--- src/rtl/irq_pkg.sv ---
// Shared definitions for the priority interrupt arbiter: register map,
// source ID width, default priority width and the ID encoding helper.
package irq_pkg;

  localparam int IRQ_ID_W   = 5;
  localparam int IRQ_PRIO_W = 3;

  localparam logic [7:0] IRQ_OFF_PEND   = 8'h00;
  localparam logic [7:0] IRQ_OFF_ENABLE = 8'h04;
  localparam logic [7:0] IRQ_OFF_THRESH = 8'h08;
  localparam logic [7:0] IRQ_OFF_CLAIM  = 8'h0C;
  localparam logic [7:0] IRQ_OFF_EDGE   = 8'h10;
  localparam logic [7:0] IRQ_OFF_PRIO   = 8'h40;

  typedef logic [IRQ_PRIO_W-1:0] prio_t;

  // Source index i is reported as ID i+1; ID 0 is reserved for "none".
  function automatic logic [IRQ_ID_W-1:0] idx_to_id(input int idx);
    return IRQ_ID_W'(idx + 1);
  endfunction

endpackage

--- src/rtl/irq_prio_select.sv ---
// Combinational winner select: highest priority among eligible sources,
// ties resolved toward the lowest source index. Holds no state.
module irq_prio_select
  import irq_pkg::*;
#(
  parameter int NSRC   = 8,
  parameter int PRIO_W = IRQ_PRIO_W
) (
  input  logic [NSRC-1:0]             i_elig,
  input  logic [NSRC-1:0][PRIO_W-1:0] i_prio,
  output logic [IRQ_ID_W-1:0]         o_id,
  output logic [PRIO_W-1:0]           o_prio
);

  // Strict compare while scanning upward keeps the lowest index on a tie;
  // an eligible source always has priority >= 1, so 0 means "no winner".
  always_comb begin
    o_id   = '0;
    o_prio = '0;
    for (int i = 0; i < NSRC; i++) begin
      if (i_elig[i] && (i_prio[i] > o_prio)) begin
        o_id   = idx_to_id(i);
        o_prio = i_prio[i];
      end
    end
  end

endmodule

--- src/rtl/irq_arbiter.sv ---
// Priority interrupt arbiter with Wishbone claim/complete register block.
// Define IRQ_ARBITER_EDGE_EN to add per-source rising-edge triggering at 0x10.
module irq_arbiter
  import irq_pkg::*;
#(
  parameter int NSRC   = 8,
  parameter int PRIO_W = IRQ_PRIO_W
) (
  input  logic            clk,
  input  logic            rst,
  input  logic [31:0]     irq_addr,
  input  logic [31:0]     irq_dat_w,
  input  logic [3:0]      irq_sel,
  input  logic            irq_cyc,
  input  logic            irq_stb,
  input  logic [2:0]      irq_cti,
  input  logic [1:0]      irq_bte,
  input  logic            irq_we,
  output logic [31:0]     irq_dat_r,
  output logic            irq_ack,
  output logic            irq_err,
  input  logic [NSRC-1:0] irq_sources,
  output logic            external_interrupt
);

  logic                        r_ack;
  logic [31:0]                 r_dat_r;
  logic [NSRC-1:0]             r_pend;
  logic [NSRC-1:0]             r_insvc;
  logic [NSRC-1:0]             r_en;
  logic [PRIO_W-1:0]           r_thr;
  logic [NSRC-1:0][PRIO_W-1:0] r_prio;
  logic [IRQ_ID_W-1:0]         r_best_id;
  logic                        r_ext;

  logic [7:0]          w_off;
  logic [5:0]          w_pidx;
  logic                w_acc;
  logic                w_rd;
  logic                w_wr;
  logic                w_pwin;
  logic                w_claim;
  logic [IRQ_ID_W-1:0] w_cmp_id;
  logic [IRQ_ID_W-1:0] w_win_id;
  logic [PRIO_W-1:0]   w_win_prio;
  logic [NSRC-1:0]     w_set;
  logic [NSRC-1:0]     w_clm_oh;
  logic [NSRC-1:0]     w_cmp_oh;
  logic [NSRC-1:0]     w_elig;
  logic [31:0]         w_rdata;
  logic                w_unused;

  assign w_unused = ^{irq_cti, irq_bte, irq_addr, irq_dat_w};

  // Reads (and claims) happen on the edge raising ack; writes commit on the
  // following edge while ack is high and the master still holds the strobe.
  assign w_off    = irq_addr[7:0];
  assign w_acc    = !r_ack && irq_cyc && irq_stb;
  assign w_rd     = w_acc && !irq_we;
  assign w_wr     = r_ack && irq_cyc && irq_stb && irq_we && (irq_sel == 4'hF);
  assign w_pidx   = irq_addr[7:2] - 6'h10;
  assign w_pwin   = (w_off >= IRQ_OFF_PRIO) && (w_off[1:0] == 2'b00);
  assign w_cmp_id = irq_dat_w[IRQ_ID_W-1:0];
  assign w_claim  = w_rd && (w_off == IRQ_OFF_CLAIM) && (r_best_id != '0);

  // In-service sources are masked so an edge latched during service waits
  // for the complete before it is presented again.
  always_comb begin
    w_clm_oh = '0;
    w_cmp_oh = '0;
    w_elig   = '0;
    for (int i = 0; i < NSRC; i++) begin
      w_clm_oh[i] = w_claim && (r_best_id == idx_to_id(i));
      w_cmp_oh[i] = w_wr && (w_off == IRQ_OFF_CLAIM) && (w_cmp_id == idx_to_id(i));
      w_elig[i]   = r_pend[i] && !r_insvc[i] && r_en[i] && (r_prio[i] > r_thr);
    end
  end

`ifdef IRQ_ARBITER_EDGE_EN
  logic [NSRC-1:0] r_edge;
  logic [NSRC-1:0] r_src_q;

  always_ff @(posedge clk or posedge rst) begin
    if (rst) begin
      r_edge  <= '0;
      r_src_q <= '0;
    end else begin
      r_src_q <= irq_sources;
      if (w_wr && (w_off == IRQ_OFF_EDGE)) r_edge <= irq_dat_w[NSRC-1:0];
    end
  end

  assign w_set = (r_edge & irq_sources & ~r_src_q)
               | (~r_edge & irq_sources & ~r_insvc & ~w_clm_oh);
`else
  assign w_set = irq_sources & ~r_insvc & ~w_clm_oh;
`endif

  irq_prio_select #(
    .NSRC   (NSRC),
    .PRIO_W (PRIO_W)
  ) u_sel (
    .i_elig (w_elig),
    .i_prio (r_prio),
    .o_id   (w_win_id),
    .o_prio (w_win_prio)
  );

  always_comb begin
    w_rdata = '0;
    case (w_off)
      IRQ_OFF_PEND:   w_rdata[NSRC-1:0]     = r_pend;
      IRQ_OFF_ENABLE: w_rdata[NSRC-1:0]     = r_en;
      IRQ_OFF_THRESH: w_rdata[PRIO_W-1:0]   = r_thr;
      IRQ_OFF_CLAIM:  w_rdata[IRQ_ID_W-1:0] = r_best_id;
`ifdef IRQ_ARBITER_EDGE_EN
      IRQ_OFF_EDGE:   w_rdata[NSRC-1:0]     = r_edge;
`endif
      default: ;
    endcase
    for (int i = 0; i < NSRC; i++) begin
      if (w_pwin && (w_pidx == 6'(i))) w_rdata[PRIO_W-1:0] = r_prio[i];
    end
  end

  always_ff @(posedge clk or posedge rst) begin
    if (rst) begin
      r_ack     <= 1'b0;
      r_dat_r   <= '0;
      r_pend    <= '0;
      r_insvc   <= '0;
      r_en      <= '0;
      r_thr     <= '0;
      r_prio    <= '0;
      r_best_id <= '0;
      r_ext     <= 1'b0;
    end else begin
      r_ack <= w_acc;
      if (w_rd) r_dat_r <= w_rdata;
      // A claimed level source is blocked from re-pending on its claim edge.
      r_pend    <= (r_pend & ~w_clm_oh) | w_set;
      r_insvc   <= (r_insvc & ~w_cmp_oh) | w_clm_oh;
      r_best_id <= w_win_id;
      r_ext     <= (w_win_prio != '0);
      if (w_wr && (w_off == IRQ_OFF_ENABLE)) r_en  <= irq_dat_w[NSRC-1:0];
      if (w_wr && (w_off == IRQ_OFF_THRESH)) r_thr <= irq_dat_w[PRIO_W-1:0];
      for (int i = 0; i < NSRC; i++) begin
        if (w_wr && w_pwin && (w_pidx == 6'(i))) r_prio[i] <= irq_dat_w[PRIO_W-1:0];
      end
    end
  end

  assign irq_ack            = r_ack;
  assign irq_dat_r          = r_dat_r;
  assign irq_err            = 1'b0;
  assign external_interrupt = r_ext;

endmodule

--- config.mk ---
export PLATFORM = sky130hd
export DESIGN_NAME = irq_arbiter
export DESIGN_NICKNAME = d
export VERILOG_FILES = /design/src/rtl/irq_pkg.sv /design/src/rtl/irq_prio_select.sv /design/src/rtl/irq_arbiter.sv
export SDC_FILE = /design/constraint.sdc
export NUM_CORES = 1
export LEC_CHECK = 0
export ABC_AREA = 1
export BUFFER_PORTS_ARGS = -buffer_cell sky130_fd_sc_hd__clkbuf_2
export CAP_MARGIN = 20
export CORE_MARGIN = 2
export CORE_UTILIZATION = 25
export DETAILED_ROUTE_END_ITERATION = 6
export SYNTH_ARGS = -nofsm -noshare
export SYNTH_HDL_FRONTEND = slang
export SYNTH_SLANG_ARGS = --single-unit
--- constraint.sdc ---
create_clock -name clk -period 8.2 [get_ports clk]
set_clock_uncertainty 0.1 [all_clocks]
set_input_delay 1.64 -clock clk [delete_from_list [all_inputs] [get_ports clk]]
set_output_delay 1.64 -clock clk [all_outputs]
set_load 0.01 [all_outputs]
Word level (Yosys, flattened, before mapping)

Cells that the tools add are included.
W data, S select, Z words.

Bits in registers: 66
Bits of input ports: 86
Output and inout port bits: 35
Logic and storage cells: 190

Add/subtract/negate cells: 1
$lt $le $gt $ge: 17
Equality and inequality tests: 27
Muxes and demuxes: 27
Bitwise logic cells: 9
Reduce and logical (&&, ||, !) cells: 93

Operators by type and width:

| operator              | count |
|---|---|
| $logic_and A1 B1 Y1   | 78 |
| $mux W3               | 20 |
| $gt A3 B3 Y1          | 15 |
| $eq A5 B3 Y1 const B  | 8 |
| $and A8 B8 Y8         | 4 |
| $eq A6 B3 Y1 const B  | 4 |
| $not A8 Y8            | 3 |
| $eq A5 B2 Y1 const B  | 4 |
| $eq A8 B4 Y1 const B  | 2 |
| $or A8 B8 Y8          | 2 |
| $eq A6 B2 Y1 const B  | 2 |
| $pmux W3 S4           | 1 |
| $eq A5 B1 Y1 const B  | 2 |
| $eq A5 B4 Y1 const B  | 2 |
| $logic_not A1 Y1      | 10 |
| $eq A8 B3 Y1 const B  | 1 |
| $ge A8 B7 Y1 const B  | 1 |
| $logic_not A8 Y1      | 1 |
| $eq A6 B1 Y1 const B  | 1 |
| $logic_not A6 Y1      | 1 |
| $pmux W2 S3           | 1 |
| $pmux W3 S2           | 1 |
| $sub A6 B5 Y6 const B | 1 |
| $reduce_bool A5 Y1    | 1 |
| other kinds (7)       | 8 |

Longest topological paths before layout

Depth in word-level cells: 28
Gate-level depth with buffers: 62
Depth with buffers taken out: 62

Modules after synthesis

A second synthesis with hierarchy kept.

Cell total of the unflattened synthesis: 657
Area total of the unflattened synthesis: 4890.9 um^2

By module, submodules not included:

| module          | instances | cells an instance | area each (um^2) | sequential area each (um^2) |
|---|---|---|---|---|
| irq_arbiter     | 1         | 497               | 3900.0           | 1651.6 |
| irq_prio_select | 1         | 160               | 991.0            | 0.0 |

Least setup slack after synthesis

No wires, ideal clock.

Kind: flip-flop to flip-flop
Start: reg r_thr[2]
End: reg r_ext, in the netlist external_interrupt
Setup time: 0.065 ns
Arrival time: 7.737 ns
Data required time: 8.035 ns
Setup slack: 0.298 ns
Stages on the path, launching flop included: 59
Buffers on the path: 0
Clock period less this slack: 7.902 ns
Cell sequence: dfrtp_1 inv_1 ha_1 nand2_1 nor2_1 nor2_1 nand3_1 nor2_1 ha_1 nand3_1 nand3_1 nor2_4 nand2_4 nand2_1 o21ai_2 ha_1 nand2_1 o21ai_1 (+23 left out) ha_1 nand3_1 nand4_1 a311oi_1 nand2_1 inv_1 nand2_1 o21ai_1 inv_1 ha_1 a31o_2 a31oi_1 nand3_1 inv_1 nor2_1 nand3_1 nand2_1 nand2_1

Cells in the longest elaborated chain, start to end: 26
Elaborated cells on any way between the ends: 40
Those cells by class: order compare: 15; mux: 8; reduce/logical: 17

Ends and longest elaborated chain:

| element                | RTL line              | text |
|---|---|---|
| from (decl)            | irq_arbiter.sv:31     | `logic [PRIO_W-1:0] r_thr;` |
| from (signal assigned) | irq_arbiter.sv:146    | `if (w_wr && (w_off == IRQ_OFF_THRESH)) r_thr <= irq_dat_w[PRIO_W-1:0];` |
| $gt A3 B3 Y1           | irq_arbiter.sv:75     | `w_elig[i] = r_pend[i] && !r_insvc[i] && r_en[i] && (r_prio[i] > r_thr);` |
| $logic_and A1 B1 Y1    | irq_arbiter.sv:75     |  |
| $logic_and A1 B1 Y1    | irq_prio_select.sv:21 | `if (i_elig[i] && (i_prio[i] > o_prio)) begin` |
| $mux W3                | irq_prio_select.sv:21 |  |
| $gt A3 B3 Y1           | irq_prio_select.sv:21 |  |
| $logic_and A1 B1 Y1    | irq_prio_select.sv:21 |  |
| $mux W3                | irq_prio_select.sv:21 |  |
| $gt A3 B3 Y1           | irq_prio_select.sv:21 |  |
| (+10 left out)         | --                    |  |
| $mux W3                | irq_prio_select.sv:21 |  |
| $gt A3 B3 Y1           | irq_prio_select.sv:21 |  |
| $logic_and A1 B1 Y1    | irq_prio_select.sv:21 |  |
| $mux W3                | irq_prio_select.sv:21 |  |
| $gt A3 B3 Y1           | irq_prio_select.sv:21 |  |
| $logic_and A1 B1 Y1    | irq_prio_select.sv:21 |  |
| $mux W3 (*)            | irq_prio_select.sv:21 |  |
| $reduce_bool A3 Y1 (*) | irq_arbiter.sv:144    | `r_ext <= (w_win_prio != '0);` |
| to (signal assigned)   | irq_arbiter.sv:144    |  |
| to (decl)              | irq_arbiter.sv:34     | `logic r_ext;` |

Mark *: on every way between the ends. The rest lies on a longest branch, timed or not.
A chain may end at the register's enable or synchronous reset.

Worst setup path in the final report

Start: reg r_thr[2]
End: reg r_best_id[2]

Cells in the longest elaborated chain, start to end: 25
Elaborated cells on any way between the ends: 43
Those cells by class: order compare: 15; mux: 12; reduce/logical: 16

Ends and longest elaborated chain:

| element                 | RTL line              | text |
|---|---|---|
| $gt A3 B3 Y1            | irq_arbiter.sv:75     |  |
| $logic_and A1 B1 Y1     | irq_arbiter.sv:75     |  |
| $logic_and A1 B1 Y1     | irq_prio_select.sv:21 |  |
| $mux W3                 | irq_prio_select.sv:21 |  |
| $gt A3 B3 Y1            | irq_prio_select.sv:21 |  |
| $logic_and A1 B1 Y1     | irq_prio_select.sv:21 |  |
| $mux W3                 | irq_prio_select.sv:21 |  |
| $gt A3 B3 Y1            | irq_prio_select.sv:21 |  |
| (+10 left out)          | --                    |  |
| $mux W3                 | irq_prio_select.sv:21 |  |
| $gt A3 B3 Y1            | irq_prio_select.sv:21 |  |
| $logic_and A1 B1 Y1     | irq_prio_select.sv:21 |  |
| $mux W3                 | irq_prio_select.sv:21 |  |
| $gt A3 B3 Y1            | irq_prio_select.sv:21 |  |
| $logic_and A1 B1 Y1     | irq_prio_select.sv:21 |  |
| $mux W4 (*)             | irq_prio_select.sv:21 |  |
| named net u_sel.o_id[2] | irq_prio_select.sv:11 | `output logic [IRQ_ID_W-1:0] o_id,` |
| to (signal assigned)    | irq_arbiter.sv:143    | `r_best_id <= w_win_id;` |
| to (decl)               | irq_arbiter.sv:33     | `logic [IRQ_ID_W-1:0] r_best_id;` |

Mark *: on every way through the listed nets, which the timed path passes. The rest lies on a longest branch.

==> summary.txt <==
Placement
  • Placed cell areas: 0.00539 sq mm
  • Pre-CTS WS: -0.317 ns
  • Port buffer count: 42
  • Final weighted congestion in routability-driven placement: 0.894
  • HPWL after detailed placement: 9440 um

Global route
  • Leftover overflow at the end of global routing: 0
  • Global-route wire length before repair: 20900 um
  • GR Layer Usage met2: 0.225
  • Met3 Usage GRT: 0.0197
  • Met1 capacity usage during global routing: 0.172
  • Number of global-route vias before repair: 4294
  • GRT busiest layer: met2
  • Initial antenna violation count: 0
  • Largest net degree at the start of global routing: 66
  • Overall fraction of global-route tracks in use: 0.131

Final layout
  • Area taken by multi-input logic gates: 0.00317 sq mm
  • Top library cells by usage in the layout, fill and taps aside: sky130_fd_sc_hd__nand2_1, sky130_fd_sc_hd__inv_1, sky130_fd_sc_hd__buf_4
  • Number of filler instances in the final layout: 1877
  • Fraction of final layout cells sized beyond drive strength 1: 0.319
  • Commonest non-fill, non-tap cell in the layout: sky130_fd_sc_hd__nand2_1
  • Number of nets in the layout: 870
  • Area Growth Syn to Fin: 37.4%
  • Number of antenna cells inserted: 0
  • Post-route design area: 0.00644 sq mm
  • Reg area: 0.00163 sq mm

Critical path
  • Critical path's slowest cell: sky130_fd_sc_hd__dfrtp_1
  • Setup CP Type: reg2reg
  • Setup crit start kind: flip-flop
  • Maximum fanout along the worst path: 8
  • Worst path top cell family by delay: simple AND/OR/NAND/NOR gates
  • Launch point of the worst reg-to-reg path: r_thr[2]
  • Worst endpoint required time: 8.30 ns
  • First element of the critical path: r_thr[2]
  • Crit path top cell by count: sky130_fd_sc_hd__buf_4
  • Crit path arrival time: 8.07 ns
  • Kind of end point of the critical path: flip-flop
  • Slowest cell delay on critical path: 0.38 ns
  • Combined buffer and inverter count along the critical path: 16

Floorplan
  • Die Area: 0.0198 sq mm
  • Number of placement rows: 50
  • Num ports: 121
  • Area of the core: 0.0185 sq mm
  • Die span in x: 141 um
  • Die height: 141 um
  • Effective utilization at floorplan: 0.253

Yosys
  • Number of synthesized register bits: 65
  • Warnings, synthesis: 0
  • Mean cell area of the mapped netlist: 7.52 sq um
  • Area share of xor/xnor cells in the synthesized design: 0
  • Main flop type after synthesis: sky130_fd_sc_hd__dfrtp_1
  • Number of enable-type register cells in the synthesized netlist: 0
  • Simple-gate share of the synthesized area: 0.279
  • Post-synthesis cell area: 0.00468 sq mm
  • Fraction of the mapped netlist area in compound gates: 0.142
  • Sequential area share after synthesis: 0.347
  • Number of distinct library cells after synthesis: 42
  • Share of flip-flops with an asynchronous set or reset after synthesis: 1.00
  • Share of synthesized area spent on multiplexers: 0.00721
  • Adder-cell share of the synthesized area: 0.112
  • Synthesized netlist cell count: 623
  • Dominant combinational cell family by area after synthesis: simple AND/OR/NAND/NOR gates

Pwr
  • Maximum VDD drop: 0.000110 V
  • Overall power: 712 uW
  • Cell Pwr Density: 111 mW/mm^2
  • Lkg Pwr: 3.08 nW

STA
  • Final clock period utilization by the worst path: 0.972
  • Final worst-path setup slack: 0.230 ns
  • Achievable Freq: 125 MHz
  • Unrepaired setup endpoints after global routing: yes
  • Post-route setup TNS: 0 ns
  • Hold Vio Cnt, Final: 0
  • Final max-slew violation count: 0
  • Min Tclk post-route: 7.97 ns
  • Worst-case hold slack: 0.382 ns
  • Transition time at the pin with the least slew margin: 0.831 ns
  • Worst relative slew slack: 0.446
  • Final setup fails: 0

Clock tree
  • Clock tree from TritonCTS: built
  • Skew-Pair Late Insertion Delay: 0.33 ns
  • # hold bufs at CTS: 0
  • CTS HTree Levels: 3
  • Root Buffer Master: sky130_fd_sc_hd__clkbuf_16
  • CTS max path bufs: 2
  • Num Clock Sinks: 65
  • Clk pin slew, worst setup/hold paths: 0.06 ns
  • Number of buffers inserted during clock tree synthesis: 9

Drt
  • Vias per cell: 4.54
  • Number of iterations in the first detailed-routing pass: 6
  • Total number of vias: 4456
  • Wire length reported by the detailed router: 13300 um
  • Antenna viol nets, final: 0
  • Detail-routed net length per standard cell: 13.6 um
  • DRC errors left: 0
  • Detailed router's first-iteration violation count: 309

Min path
  • Worst hold path class: reg2reg
  • Worst min-delay path startpoint: irq_dat_r[4]

Run status
  • Outcome: complete, no violations

Job
  • Number of max-capacitance violations reported: 0
cells in the mapped netlist, types with 3 or more instances:
| master | instances | area, sq um |
|---|---|---|
| sky130_fd_sc_hd__nor2_2 | 3 | 18.8 |
| sky130_fd_sc_hd__a211oi_1 | 4 | 30.0 |
| sky130_fd_sc_hd__nand4_1 | 9 | 56.3 |
| sky130_fd_sc_hd__nand3_2 | 8 | 80.1 |
| sky130_fd_sc_hd__buf_4 | 25 | 188 |
| sky130_fd_sc_hd__inv_2 | 5 | 18.8 |
| sky130_fd_sc_hd__o21bai_1 | 7 | 52.6 |
| sky130_fd_sc_hd__clkbuf_1 | 5 | 18.8 |
| sky130_fd_sc_hd__nand2_4 | 4 | 45.0 |
| sky130_fd_sc_hd__mux2_2 | 3 | 33.8 |
| sky130_fd_sc_hd__nor4_1 | 8 | 50.1 |
| sky130_fd_sc_hd__a221oi_1 | 3 | 26.3 |
| sky130_fd_sc_hd__nand2_1 | 141 | 529 |
| sky130_fd_sc_hd__nand3_1 | 35 | 175 |
| sky130_fd_sc_hd__inv_1 | 73 | 274 |
| sky130_fd_sc_hd__nand2_2 | 8 | 50.1 |
| sky130_fd_sc_hd__ha_1 | 42 | 526 |
| sky130_fd_sc_hd__nor2_4 | 3 | 33.8 |
| sky130_fd_sc_hd__dfrtp_1 | 65 | 1630 |
| sky130_fd_sc_hd__o21ai_0 | 41 | 205 |
| sky130_fd_sc_hd__clkinv_1 | 5 | 18.8 |
| sky130_fd_sc_hd__nor2_1 | 54 | 203 |
| sky130_fd_sc_hd__a21oi_1 | 32 | 160 |
| sky130_fd_sc_hd__o21ai_1 | 16 | 80.1 |
cell type report:
class,count,area share
clock buffer,10,0.0356
inverter,83,0.0488
tap,234,0.0455
multi-input combinational,469,0.492
clock inverter,6,0.00544
timing repair buffer,114,0.120
sequential,65,0.253
worst min-delay path: cells and delay by family (launching register included):
| family | cells | cell delay, ns |
|---|---|---|
| flops | 1 | 0.34 |
| simple gates | 2 | 0.11 |
logic make-up (layout without fill, tap and decap cells):
| group | count (synthesis) | in the layout |
|---|---|---|
| and+or+nand+nor | 282 | 282 |
| AOI/OAI and AO/OA | 117 | 117 |
| buffers and inverters | 113 | 213 |
| DFF | 65 | 65 |
| adders and majority gates | 42 | 42 |
| muxes | 3 | 3 |
| other | 1 | 25 |
report_power, final:
part           switching, mW  leakage, nW  total (mW)  internal (mW)
sequential           0.00257        0.826       0.328          0.325
combinational         0.0302         2.13      0.0429         0.0127
clock                  0.139        0.128       0.341          0.202
path summary, 6_finish.rpt:
check                      slack [ns]            to  cells after the start
max                              0.23  r_best_id[2]                     58
min                              0.38  irq_dat_r[4]                      2
min reg2reg                      0.38  irq_dat_r[4]                      2
min in group asynchronous        1.42      r_thr[2]                      3
max reg2reg                      0.23  r_best_id[2]                     58
max in group asynchronous        6.02    r_prio[17]                      3
what timing repair did:
item,4_1_cts,5_1_grt
endpoints found under the setup margin,5,5
setup buffers,15,15
gates cloned,0,0
pin swaps,11,58
gates resized for setup,21,86
flip-flops by register name, indices dropped and copies added (netlist names):
signal and flops:
r_best_id 4, r_en 8, external_interrupt 1, r_pend 8, r_prio 24, r_insvc 8
r_thr 3, irq_ack 1, irq_dat_r 8
routing by layer:
layer  part of all wire  routed length (um)
met1               0.44                5830
met2               0.51                6740
met3              0.041                 546
met4              0.015                 200
met5                  0                   0
per-stage QoR:
stage          instances  utilization
4_1_cts              966        0.316
5_1_grt              981        0.348
3_5_place_dp         935        0.291
3_3_place_gp         935        0.291
6_report             981        0.348
2_1_floorplan        647            -
Power figures use the tool's default switching activity.
